### config.mk
export PLATFORM = sky130hd
export DESIGN_NAME = choose_ref_node_control
export DESIGN_NICKNAME = d
export VERILOG_FILES = /design/src/rtl/choose_ref_node_pkg.sv /design/src/rtl/choose_ref_node_control_key.sv /design/src/rtl/choose_ref_node_control.sv
export SDC_FILE = /design/constraint.sdc
export NUM_CORES = 1
export LEC_CHECK = 0
export ABC_AREA = 0
export CORE_MARGIN = 2
export CORE_UTILIZATION = 61
export DETAILED_ROUTE_END_ITERATION = 8
export PLACE_DENSITY = 0.87
export SLEW_MARGIN = 25
export SYNTH_ARGS = -nofsm -noshare
export SYNTH_HDL_FRONTEND = slang
export SYNTH_SLANG_ARGS = --single-unit
### constraint.sdc
create_clock -name clk -period 2.9 [get_ports clk]
set_input_delay 0.725 -clock clk [delete_from_list [all_inputs] [get_ports clk]]
set_output_delay 0.725 -clock clk [all_outputs]
set_load 0.05 [all_outputs]
### src/rtl/choose_ref_node_pkg.sv
// Shared definitions for the stage-4 "choose reference node" control: state codes,
// the per-state strobe set and default timing constants.
package choose_ref_node_pkg;

  typedef enum logic [3:0] {
    S_IDLE    = 4'd0,
    S_RST     = 4'd1,
    S_CHOOSE  = 4'd2,
    S_REFNODE = 4'd3,
    S_LOAD    = 4'd4,
    S_JUDGE   = 4'd5,
    S_INVALID = 4'd6,
    S_DONE    = 4'd7
  } state_t;

  localparam int unsigned DISPLAY_CYCLES_DEF  = 50_000_000;
  localparam int unsigned TIMER_W_DEF         = 26;
  localparam int unsigned DEBOUNCE_CYCLES_DEF = 500_000;

  typedef struct packed {
    logic go_reset_data;
    logic go_display_choose;
    logic go_display_refnode;
    logic ld_node_index;
    logic go_judge_valid;
    logic go_display_invalid;
    logic stage_done;
  } strobes_t;

  function automatic strobes_t decode_strobes(input state_t s);
    strobes_t o;
    o = '0;
    case (s)
      S_RST:     o.go_reset_data      = 1'b1;
      S_CHOOSE:  o.go_display_choose  = 1'b1;
      S_REFNODE: o.go_display_refnode = 1'b1;
      S_LOAD:    o.ld_node_index      = 1'b1;
      S_JUDGE:   o.go_judge_valid     = 1'b1;
      S_INVALID: o.go_display_invalid = 1'b1;
      S_DONE:    o.stage_done         = 1'b1;
      default:   o = '0;
    endcase
    return o;
  endfunction

endpackage

### src/rtl/choose_ref_node_control_key.sv
// Confirm-key front end: 2-flop synchroniser, optional debounce (CHOOSE_REF_DEBOUNCE_EN),
// and a one-cycle pulse on each press (released -> pressed transition).
module key_press_detect #(
  parameter int unsigned DEBOUNCE_CYCLES = 500_000
) (
  input  logic clk,
  input  logic resetn,
  input  logic key_n,
  output logic key_press
);

  logic sync1, sync2, level, level_q;

  always_ff @(posedge clk or negedge resetn) begin
    if (!resetn) begin
      sync1 <= 1'b1;
      sync2 <= 1'b1;
    end else begin
      sync1 <= key_n;
      sync2 <= sync1;
    end
  end

`ifdef CHOOSE_REF_DEBOUNCE_EN
  localparam int unsigned CW = $clog2(DEBOUNCE_CYCLES + 1);
  logic [CW-1:0] stable_cnt;

  // Level follows the synchronised key only after it has disagreed for DEBOUNCE_CYCLES edges in a row.
  always_ff @(posedge clk or negedge resetn) begin
    if (!resetn) begin
      level      <= 1'b1;
      stable_cnt <= '0;
    end else if (sync2 == level) begin
      stable_cnt <= '0;
    end else if (stable_cnt == CW'(DEBOUNCE_CYCLES - 1)) begin
      level      <= sync2;
      stable_cnt <= '0;
    end else begin
      stable_cnt <= stable_cnt + 1'b1;
    end
  end
`else
  if (DEBOUNCE_CYCLES == 0) begin : g_debounce_unused
  end
  assign level = sync2;
`endif

  always_ff @(posedge clk or negedge resetn) begin
    if (!resetn) level_q <= 1'b1;
    else         level_q <= level;
  end

  assign key_press = level_q & ~level;

endmodule

### src/rtl/choose_ref_node_control.sv
// Stage-4 control FSM: sequences the reference-node datapath and the operator key dialogue.
// Optional key debounce via CHOOSE_REF_DEBOUNCE_EN (see key_press_detect).
module choose_ref_node_control
  import choose_ref_node_pkg::*;
#(
  parameter int unsigned DISPLAY_CYCLES  = DISPLAY_CYCLES_DEF,
  parameter int unsigned TIMER_W         = TIMER_W_DEF,
  parameter int unsigned DEBOUNCE_CYCLES = DEBOUNCE_CYCLES_DEF
) (
  input  logic       clk,
  input  logic       resetn,
  input  logic       start,
  input  logic       key_n,
  input  logic       data_reset_done,
  input  logic       done_judge,
  input  logic       node_index_valid,
  output logic       go_reset_data,
  output logic       go_display_choose,
  output logic       go_display_refnode,
  output logic       ld_node_index,
  output logic       go_judge_valid,
  output logic       go_display_invalid,
  output logic       stage_done,
  output logic [3:0] state_dbg
);

  localparam logic [TIMER_W-1:0] TIMER_LAST = TIMER_W'(DISPLAY_CYCLES - 1);

  state_t              state, state_nxt;
  logic [TIMER_W-1:0]  timer;
  logic                key_press;
  strobes_t            strobes;

  key_press_detect #(.DEBOUNCE_CYCLES(DEBOUNCE_CYCLES)) u_key (
    .clk       (clk),
    .resetn    (resetn),
    .key_n     (key_n),
    .key_press (key_press)
  );

  always_comb begin
    state_nxt = state;
    if (state != S_IDLE && !start) begin
      state_nxt = S_IDLE;
    end else begin
      case (state)
        S_IDLE:    if (start)              state_nxt = S_RST;
        S_RST:     if (data_reset_done)    state_nxt = S_CHOOSE;
        S_CHOOSE:  if (timer == TIMER_LAST) state_nxt = S_REFNODE;
        S_REFNODE: if (key_press)          state_nxt = S_LOAD;
        S_LOAD:    if (key_press)          state_nxt = S_JUDGE;
        S_JUDGE:   if (done_judge)         state_nxt = node_index_valid ? S_DONE : S_INVALID;
        S_INVALID: if (timer == TIMER_LAST) state_nxt = S_REFNODE;
        S_DONE:                            state_nxt = S_DONE;
        default:                           state_nxt = S_IDLE;
      endcase
    end
  end

  // Strobes are registered from the next state so they line up with the state register glitch-free.
  always_ff @(posedge clk or negedge resetn) begin
    if (!resetn) begin
      state   <= S_IDLE;
      timer   <= '0;
      strobes <= '0;
    end else begin
      state   <= state_nxt;
      strobes <= decode_strobes(state_nxt);
      if (state_nxt != state)
        timer <= '0;
      else if (state == S_CHOOSE || state == S_INVALID)
        timer <= timer + 1'b1;
      else
        timer <= '0;
    end
  end

  assign go_reset_data      = strobes.go_reset_data;
  assign go_display_choose  = strobes.go_display_choose;
  assign go_display_refnode = strobes.go_display_refnode;
  assign ld_node_index      = strobes.ld_node_index;
  assign go_judge_valid     = strobes.go_judge_valid;
  assign go_display_invalid = strobes.go_display_invalid;
  assign stage_done         = strobes.stage_done;
  assign state_dbg          = state;

endmodule
# After elaboration in Yosys (flattened, before gate mapping)
# Cells that the tools add are included.
# Widths: inputs -> output; s select.
dict set report word_totals {
  register_bits 40
  latchBits 0
  mem_bits_rw 0
  mem_bits_ro 0
  inputBits 7
  output_inout_bits 11
  word_cells 55
  mem_count 0
}
dict set report classes {
  add_sub_neg 1
  mul 0
  div 0
  n_lt_le_gt_ge 0
  eq_ne 16
  n_shift 0
  muxes 18
  n_bitwise 2
  n_reduce_logical 6
}
# cell n
set ops {}
lappend ops {{$mux 26} 2}
lappend ops {{$eq 4x3->1 const B} 8}
lappend ops {{$mux 4} 7}
lappend ops {{$pmux 4 s7} 1}
lappend ops {{$add 26x1->26 const B} 1}
lappend ops {{$eq 26x26->1 const B} 1}
lappend ops {{$eq 4x2->1 const B} 4}
lappend ops {{$eq 4x1->1 const B} 2}
lappend ops {{$mux 1} 8}
lappend ops {{$logic_not 4->1} 1}
lappend ops {{$ne 4x4->1} 1}
lappend ops {{$reduce_bool 4->1} 1}
lappend ops {{$reduce_or 2->1} 1}
lappend ops {{$and 1x1->1} 1}
lappend ops {{$logic_and 1x1->1} 1}
lappend ops {{$logic_not 1->1} 1}
lappend ops {{$logic_or 1x1->1} 1}
lappend ops {{$not 1->1} 1}

# Depth between registers and ports, before layout
# Gate-level depths: netlist of run 1.
dict set report logic_depth {
  depth_word 7
  ltp_mapped 6
  depth_no_buf 5
}

# By module
# A second synthesis of run 1 with hierarchy kept.
dict set report unflattened {
  hier_cells 190
  hier_area_um2 1955.6
}
# module n_inst cells_each area_each_um2 seq_area_each_um2
set modules_own_cells {}
lappend modules_own_cells {choose_ref_node_control 1 186 1863.0 925.9}
lappend modules_own_cells {key_press_detect 1 4 92.6 78.8}

# Least setup slack after synthesis of run 1
# Ideal clock, no wire load.
dict set report synth_timing {
  kind {register to register}
  from {reg state[0], in the netlist state_dbg[0]}
  to {reg timer[22]}
  setup_ps 77
  arrival_ps 1875
  required_ps 2823
  path_slack_ps 948
  path_stages_with_launch 6
  path_buffers 1
  synth_period_minus_slack_ps 1952
  path_cell_list {dfrtp_1 > nand2b_1 > or3b_2 > a31o_2 > buf_4 > a21oi_1}
}
dict set report synth_between {
  elab_chain_len 6
  word_cells_on_any_way 23
  classes_between {eq/ne: 8; mux: 10; reduce/logical: 5}
}
# item line
set synth_rtl {}
lappend synth_rtl {{start: declaration} choose_ref_node_control.sv:29} ;# state_t state, state_nxt;
lappend synth_rtl {{start signal: assignment} choose_ref_node_control.sv:67} ;# state <= state_nxt;
lappend synth_rtl {{$eq 4x2->1 / $eq 4x3->1 (equally long branches)} {choose_ref_node_control.sv:46, choose_ref_node_control.sv:71}}
lappend synth_rtl {{$reduce_or 2->1 (no source line)} n/a}
lappend synth_rtl {{$pmux 4 s7} choose_ref_node_control.sv:46} ;# case (state)
lappend synth_rtl {{$mux 4} choose_ref_node_control.sv:43} ;# if (state != S_IDLE && !start) begin
lappend synth_rtl {{$ne 4x4->1} choose_ref_node_control.sv:69} ;# if (state_nxt != state)
lappend synth_rtl {{$mux 26 (*)} choose_ref_node_control.sv:69}
lappend synth_rtl {{end signal: assignment} choose_ref_node_control.sv:72} ;# timer <= timer + 1'b1;
lappend synth_rtl {{end: declaration} choose_ref_node_control.sv:30} ;# logic [TIMER_W-1:0] timer;
# Every way passes the cells marked *; elsewhere a longest branch is shown, timed or not.

# Worst setup path in the final report of run 1
dict set report layout_timing {
  from {reg state[3], in the netlist state_dbg[3]}
  to {out state_dbg[3]}
}
# item line
set layout_rtl {}
lappend layout_rtl {{end: declaration} choose_ref_node_control.sv:24} ;# output logic [3:0] state_dbg
# No word-level cell between the ends.

==> flow_summary.ini, run 1 <==
[detailed_routing]
vias = 1585
highest_layer = met4
viasPerCell = 6.10
drc = 0
final_antenna_net_count = 0
wl_met3_um = 190
post_drt_wl_per_cell_um = 15.5
met1_length_um = 1850
wl_met2_um = 1950
wl_um = 4030
drt-initial-drc-count = 92
drt-pass1-iter-count = 4

[timing]
relSlewSlack_pct = 43.6
finalHoldViolCount = 0
hold_slack_ps = 365
finalMaxSlewViolations = 0
fmax_mhz = 403
setup_viol = 0
layout_min_cycle_time_ps = 2480
rsz0062_at_grt = false
worst_pin_slew_ps = 846
skew_ps = 1.90
final.setup.tns_ps = 0
fin_crit_sh_pct = 85.6

[global_route]
grt_use_total_pct = 25.3
antenna_found_initial = 0
overflow = 0
grt_pass1_vias = 1530
grt_pass1_wl_um = 6960
grt_max_degree = 41

[clock_tree]
clock_sinks = 40
holdBufCountCts = 0
cts_root_buffer = clkbuf_4
clk_path_buf_depth = 2
htreeDepth = 2
tritoncts = done
cts_inserted_buffers = 5
path_clk_slew_ps = 110
post_cts_buffers = 0
postCtsResizedCells = 0
clkLatencyLatePin_ps = 350

[logic_synthesis]
synth-edff-count = 0
ys_warn_count = 0
synth-main-ff-cell = dfrtp_1
yosysMostFrequentCell = dfrtp_1
synth.largest_area_cell = dfrtp_1
netlist_top_cells_area = dfrtp_1, dfstp_2, nor2_1
synth.distinct_cells = 49
syn_nets = 206
ys_seq_area_share_pct = 50.5
syn-cell-area_mm2 = 0.00199
avgSynthCellArea_um2 = 10.0
yosys-top-cells-count = dfrtp_1, nor2_1, a21oi_1
yosys.area.top_type_share_pct = 46.6
ys_seq_elements = 40
async_flop_share_pct = 100
syn-instance-count = 198

[critical_path]
path_max_fanout = 12
r2r_cells = 4
slowest_stage = clkdlybuf4s50_1
path_class = flip-flop to primary output
path_delay_family = buffers and inverters
crit_chain = clkdlybuf4s50_1
endpoint = state_dbg[3]
worstReg2RegStart = timer[10]$_DFF_PN0_
cp.required_ps = 2170
r2r-end = timer[3]$_DFF_PN0_
slowest_delay_ps = 870
cp_num_cells = 1
arrival_ps = 1760
startpoint_type = flip-flop
r2r_slack_ps = 830
path_buf_inv = 1
end_kind = primary output
crit_start = state_dbg[3]$_DFF_PN0_

[final_layout]
fill_cells = 226
antenna_cells = 0
area_growth_syn_to_layout_pct = 14.2
final_area_mm2 = 0.00227
final_nets = 223
drive_above_1_share_pct = 11.1

[die]
die_w_um = 61.1
initial_utilization_pct = 64.6
row_count = 20
ios = 18
fp.dieArea_mm2 = 0.00373
coreArea_mm2 = 0.00308
die_h_um = 61.1

[power_and_ir_drop]
cellPowerDensity_mw_per_mm2 = 454
peakVddDrop_v = 0.000315
power_leakage_nw = 0.853

[place]
dp_hpwl_um = 2870
gp_congestion = 0.842
io_buffers = 17
dpl_cell_area_mm2 = 0.00218

[status]
outcome = complete, no violations

[job]
drv_cap = 0

[min_path]
hold_path.class = flip-flop to flip-flop
holdPathStages = 0
==> flip-flops by register name (all words and copies together) (netlist names) <==
| signal | flops |
|---|---|
| go_display_choose | 1 |
| go_display_invalid | 1 |
| go_display_refnode | 1 |
| go_judge_valid | 1 |
| go_reset_data | 1 |
| ld_node_index | 1 |
| stage_done | 1 |
| state_dbg | 4 |
| timer | 26 |
| u_key.level | 1 |
| u_key.level_q | 1 |
| u_key.sync1 | 1 |
==> per-layer routing <==
layer,up-vias,track usage (%)
met5,-,0
met4,0,8.07
met3,6,7.35
met2,42,40.0
met1,776,33.9
li1,761,-
==> where the power goes <==
group	leakage, nW	internal, W	switching [W]
Sequential	0.545	0.000564	0.00000604
Clock	0.0515	0.000229	0.000180
Combinational	0.256	0.0000196	0.0000317
Total	0.853	0.000812	0.000218
==> layout by cell type, fill, tap and decap left out, drive strengths merged, types with 2 or more instances in the layout <==
cell            n
and3            2
o31ai           6
a31o            2
xor2            7
nand2b          2
nor3           11
clkdlybuf4s50  16
o32ai           2
o21ai           5
and4            3
or3b            2
nor2           21
or4             7
a21oi          12
dfrtp          37
nand4           6
or4b            2
nor4            3
dfstp           3
or3             5
nand2          10
xnor2           7
nand3          10
o21bai          2
inv             7
nor2b           2
clkbuf          7
==> cells by family (layout without fill, tap and decap cells) <==
| group | after synthesis | count (layout) | synth area share [%] |
|---|---|---|---|
| muxes | 1 | 1 | 0.503 |
| xor gates and xnor gates | 14 | 14 | 6.17 |
| and+or+nand+nor | 94 | 94 | 27.9 |
| buffers and inverters | 14 | 32 | 2.96 |
| AOI/OAI and AO/OA | 33 | 33 | 11.1 |
| adders and majority gates | 1 | 1 | 0.629 |
| other | 1 | 1 | 0.189 |
| DFF | 40 | 40 | 50.5 |
==> cell type report <==
type,count,area (um2),area share [%]
Sequential cell,40,1000,44.2
Multi-Input combinational cell,144,925,40.7
Timing Repair Buffer,17,165,7.27
Clock buffer,7,65.1,2.87
Tap cell,44,55.1,2.42
Clock inverter,1,30.0,1.32
Inverter,7,26.3,1.16
==> how the worst min path moves through the flow <==
stage / startpoint / end
detailed placement: u_key.sync1$_DFF_PN1_ / u_key.level$_DFF_PN1_
global placement: u_key.sync1$_DFF_PN1_ / u_key.level$_DFF_PN1_
CTS: u_key.sync1$_DFF_PN1_ / u_key.level$_DFF_PN1_
global route: u_key.sync1$_DFF_PN1_ / u_key.level$_DFF_PN1_
finish: u_key.sync1$_DFF_PN1_ / u_key.level$_DFF_PN1_
floorplan: u_key.sync1$_DFF_PN1_ / u_key.level$_DFF_PN1_
==> metrics by stage <==
step / setup slack, ps / util [%] / total power [W] / instances
5_1_grt: 345 / 73.8 / 0.00106 / 260
4_1_cts: 416 / 73.8 / 0.00104 / 260
2_1_floorplan: 948 / - / 0.000604 / 198
3_3_place_gp: 472 / 70.7 / 0.000630 / 252
3_5_place_dp: 407 / 70.7 / 0.000632 / 252
6_report: 417 / 73.8 / 0.00103 / 260
Power figures use the tool's default switching activity.
==> run 2, diff against run 1 <==
- CORE_UTILIZATION: 61 -> 60
- MAX_ROUTING_LAYER: not set -> met4
- PLACE_DENSITY: 0.87 -> 0.86
==> run 2 against run 1 <==
Against the previous run: combinational power about the same; cell area down 1.4%; clock power down 25%; critical path depth unchanged; final cell count unchanged; non-clock buffer count unchanged; global-route usage up 1.3 points; sequential power about the same; sequential share of layout area up 0.64 points; wire length up 2.0%; maximum frequency down 1.7%; die area up 1.6%.
==> flow_summary.ini, run 2 (synthesis results as in run 1) <==
[global_route]
grt_use_total_pct = 26.7
grt_max_degree = 41
grt_pass1_vias = 1500
grt_pass1_wl_um = 6960
antenna_found_initial = 0
overflow = 0

[timing]
layout_min_cycle_time_ps = 2520
rsz0062_at_grt = false
fmax_mhz = 396
relSlewSlack_pct = 43.2
skew_ps = 15.9
finalHoldViolCount = 0
fin_crit_sh_pct = 87.1
setup_viol = 0
finalMaxSlewViolations = 0
worst_pin_slew_ps = 852
final.setup.tns_ps = 0

[clock_tree]
cts_root_buffer = clkbuf_4
htreeDepth = 2
holdBufCountCts = 0
post_cts_buffers = 0
tritoncts = done
path_clk_slew_ps = 130
postCtsResizedCells = 0
clkLatencyLatePin_ps = 370
clock_sinks = 40
cts_inserted_buffers = 5
clk_path_buf_depth = 2

[critical_path]
crit_chain = clkdlybuf4s50_1
path_class = flip-flop to primary output
arrival_ps = 1800
slowest_stage = clkdlybuf4s50_1
r2r_slack_ps = 850
slowest_delay_ps = 870
path_delay_family = buffers and inverters
startpoint_type = flip-flop
cp.required_ps = 2170
path_max_fanout = 12
end_kind = primary output
path_buf_inv = 1

[place]
io_buffers = 17
place_inst = 252
dp_hpwl_um = 2970
gp_congestion = 0.806

[power_and_ir_drop]
peakVddDrop_v = 0.000297
cellPowerDensity_mw_per_mm2 = 414
power_leakage_nw = 0.833

[detailed_routing]
drc = 0
wl_um = 4110
final_antenna_net_count = 0
post_drt_wl_per_cell_um = 15.8
viasPerCell = 6.08
vias = 1580
drt-pass1-iter-count = 4
drt-initial-drc-count = 115

[die]
ios = 18
fp.dieArea_mm2 = 0.00379
initial_utilization_pct = 64.1
die_h_um = 61.6
die_w_um = 61.6
coreArea_mm2 = 0.00310
row_count = 20

[final_layout]
drive_above_1_share_pct = 10.6
final_common_cell = dfrtp_1
instances_no_fill = 260
area_growth_syn_to_layout_pct = 12.6
largest_register = timer
fill_cells = 259
mostFrequentLayoutCells = dfrtp_1, nor2_1, clkdlybuf4s50_1, a21oi_1
final_nets = 223
antenna_cells = 0
largest_reg_flops = 26

[status]
outcome = complete, no violations

[job]
drv_cap = 0

[min_path]
hold_path.class = flip-flop to flip-flop
[run 2: where the power goes]
group	internal [W]	switching, W
clock	0.000119	0.000187
sequential	0.000564	0.00000657
combinational	0.0000196	0.0000319
[run 2: final cells by class]
type	instances	area (um2)	share of cell area (%)
clock inverters	1	7.51	0.335
flip-flops and latches	40	1000	44.9
well taps	44	55.1	2.46
multi-input cells	144	925	41.3
clock buffers	7	55.1	2.46
repair buffers	17	165	7.38
inverters	7	26.3	1.17
[run 2: routing by layer]
layer  vias up  global-route usage [%]  wire [um]
met3        11                    7.56        154
met2        32                    38.5       2020
met4         0                    11.6        100
met1       776                    35.1       1830
li1        761                       -          -
met5         -                       -          0
[run 2: worst paths after layout]
path,start,to,cells past startpoint
worst max-delay path,state_dbg[3]$_DFF_PN0_,state_dbg[3],1
worst min-delay path,u_key.sync1$_DFF_PN1_,u_key.level$_DFF_PN1_,0
worst max register to register,timer[10]$_DFF_PN0_,timer[14]$_DFF_PN0_,4
worst min register to register,u_key.sync1$_DFF_PN1_,u_key.level$_DFF_PN1_,0
max in group asynchronous,resetn,timer[16]$_DFF_PN0_,1
min in group asynchronous,resetn,timer[10]$_DFF_PN0_,1
[run 2: metrics by stage]
step	instance area, um2	power (W)	worst slack (ps)	util (%)	hold slack, ps
floorplan	1990	0.000604	948	-	345
global placement	2180	0.000630	477	70.1	348
detailed placement	2180	0.000634	427	70.1	349
CTS	2240	0.000927	386	72.1	367
global route	2240	0.000956	311	72.1	369
finish	2240	0.000928	375	72.1	366
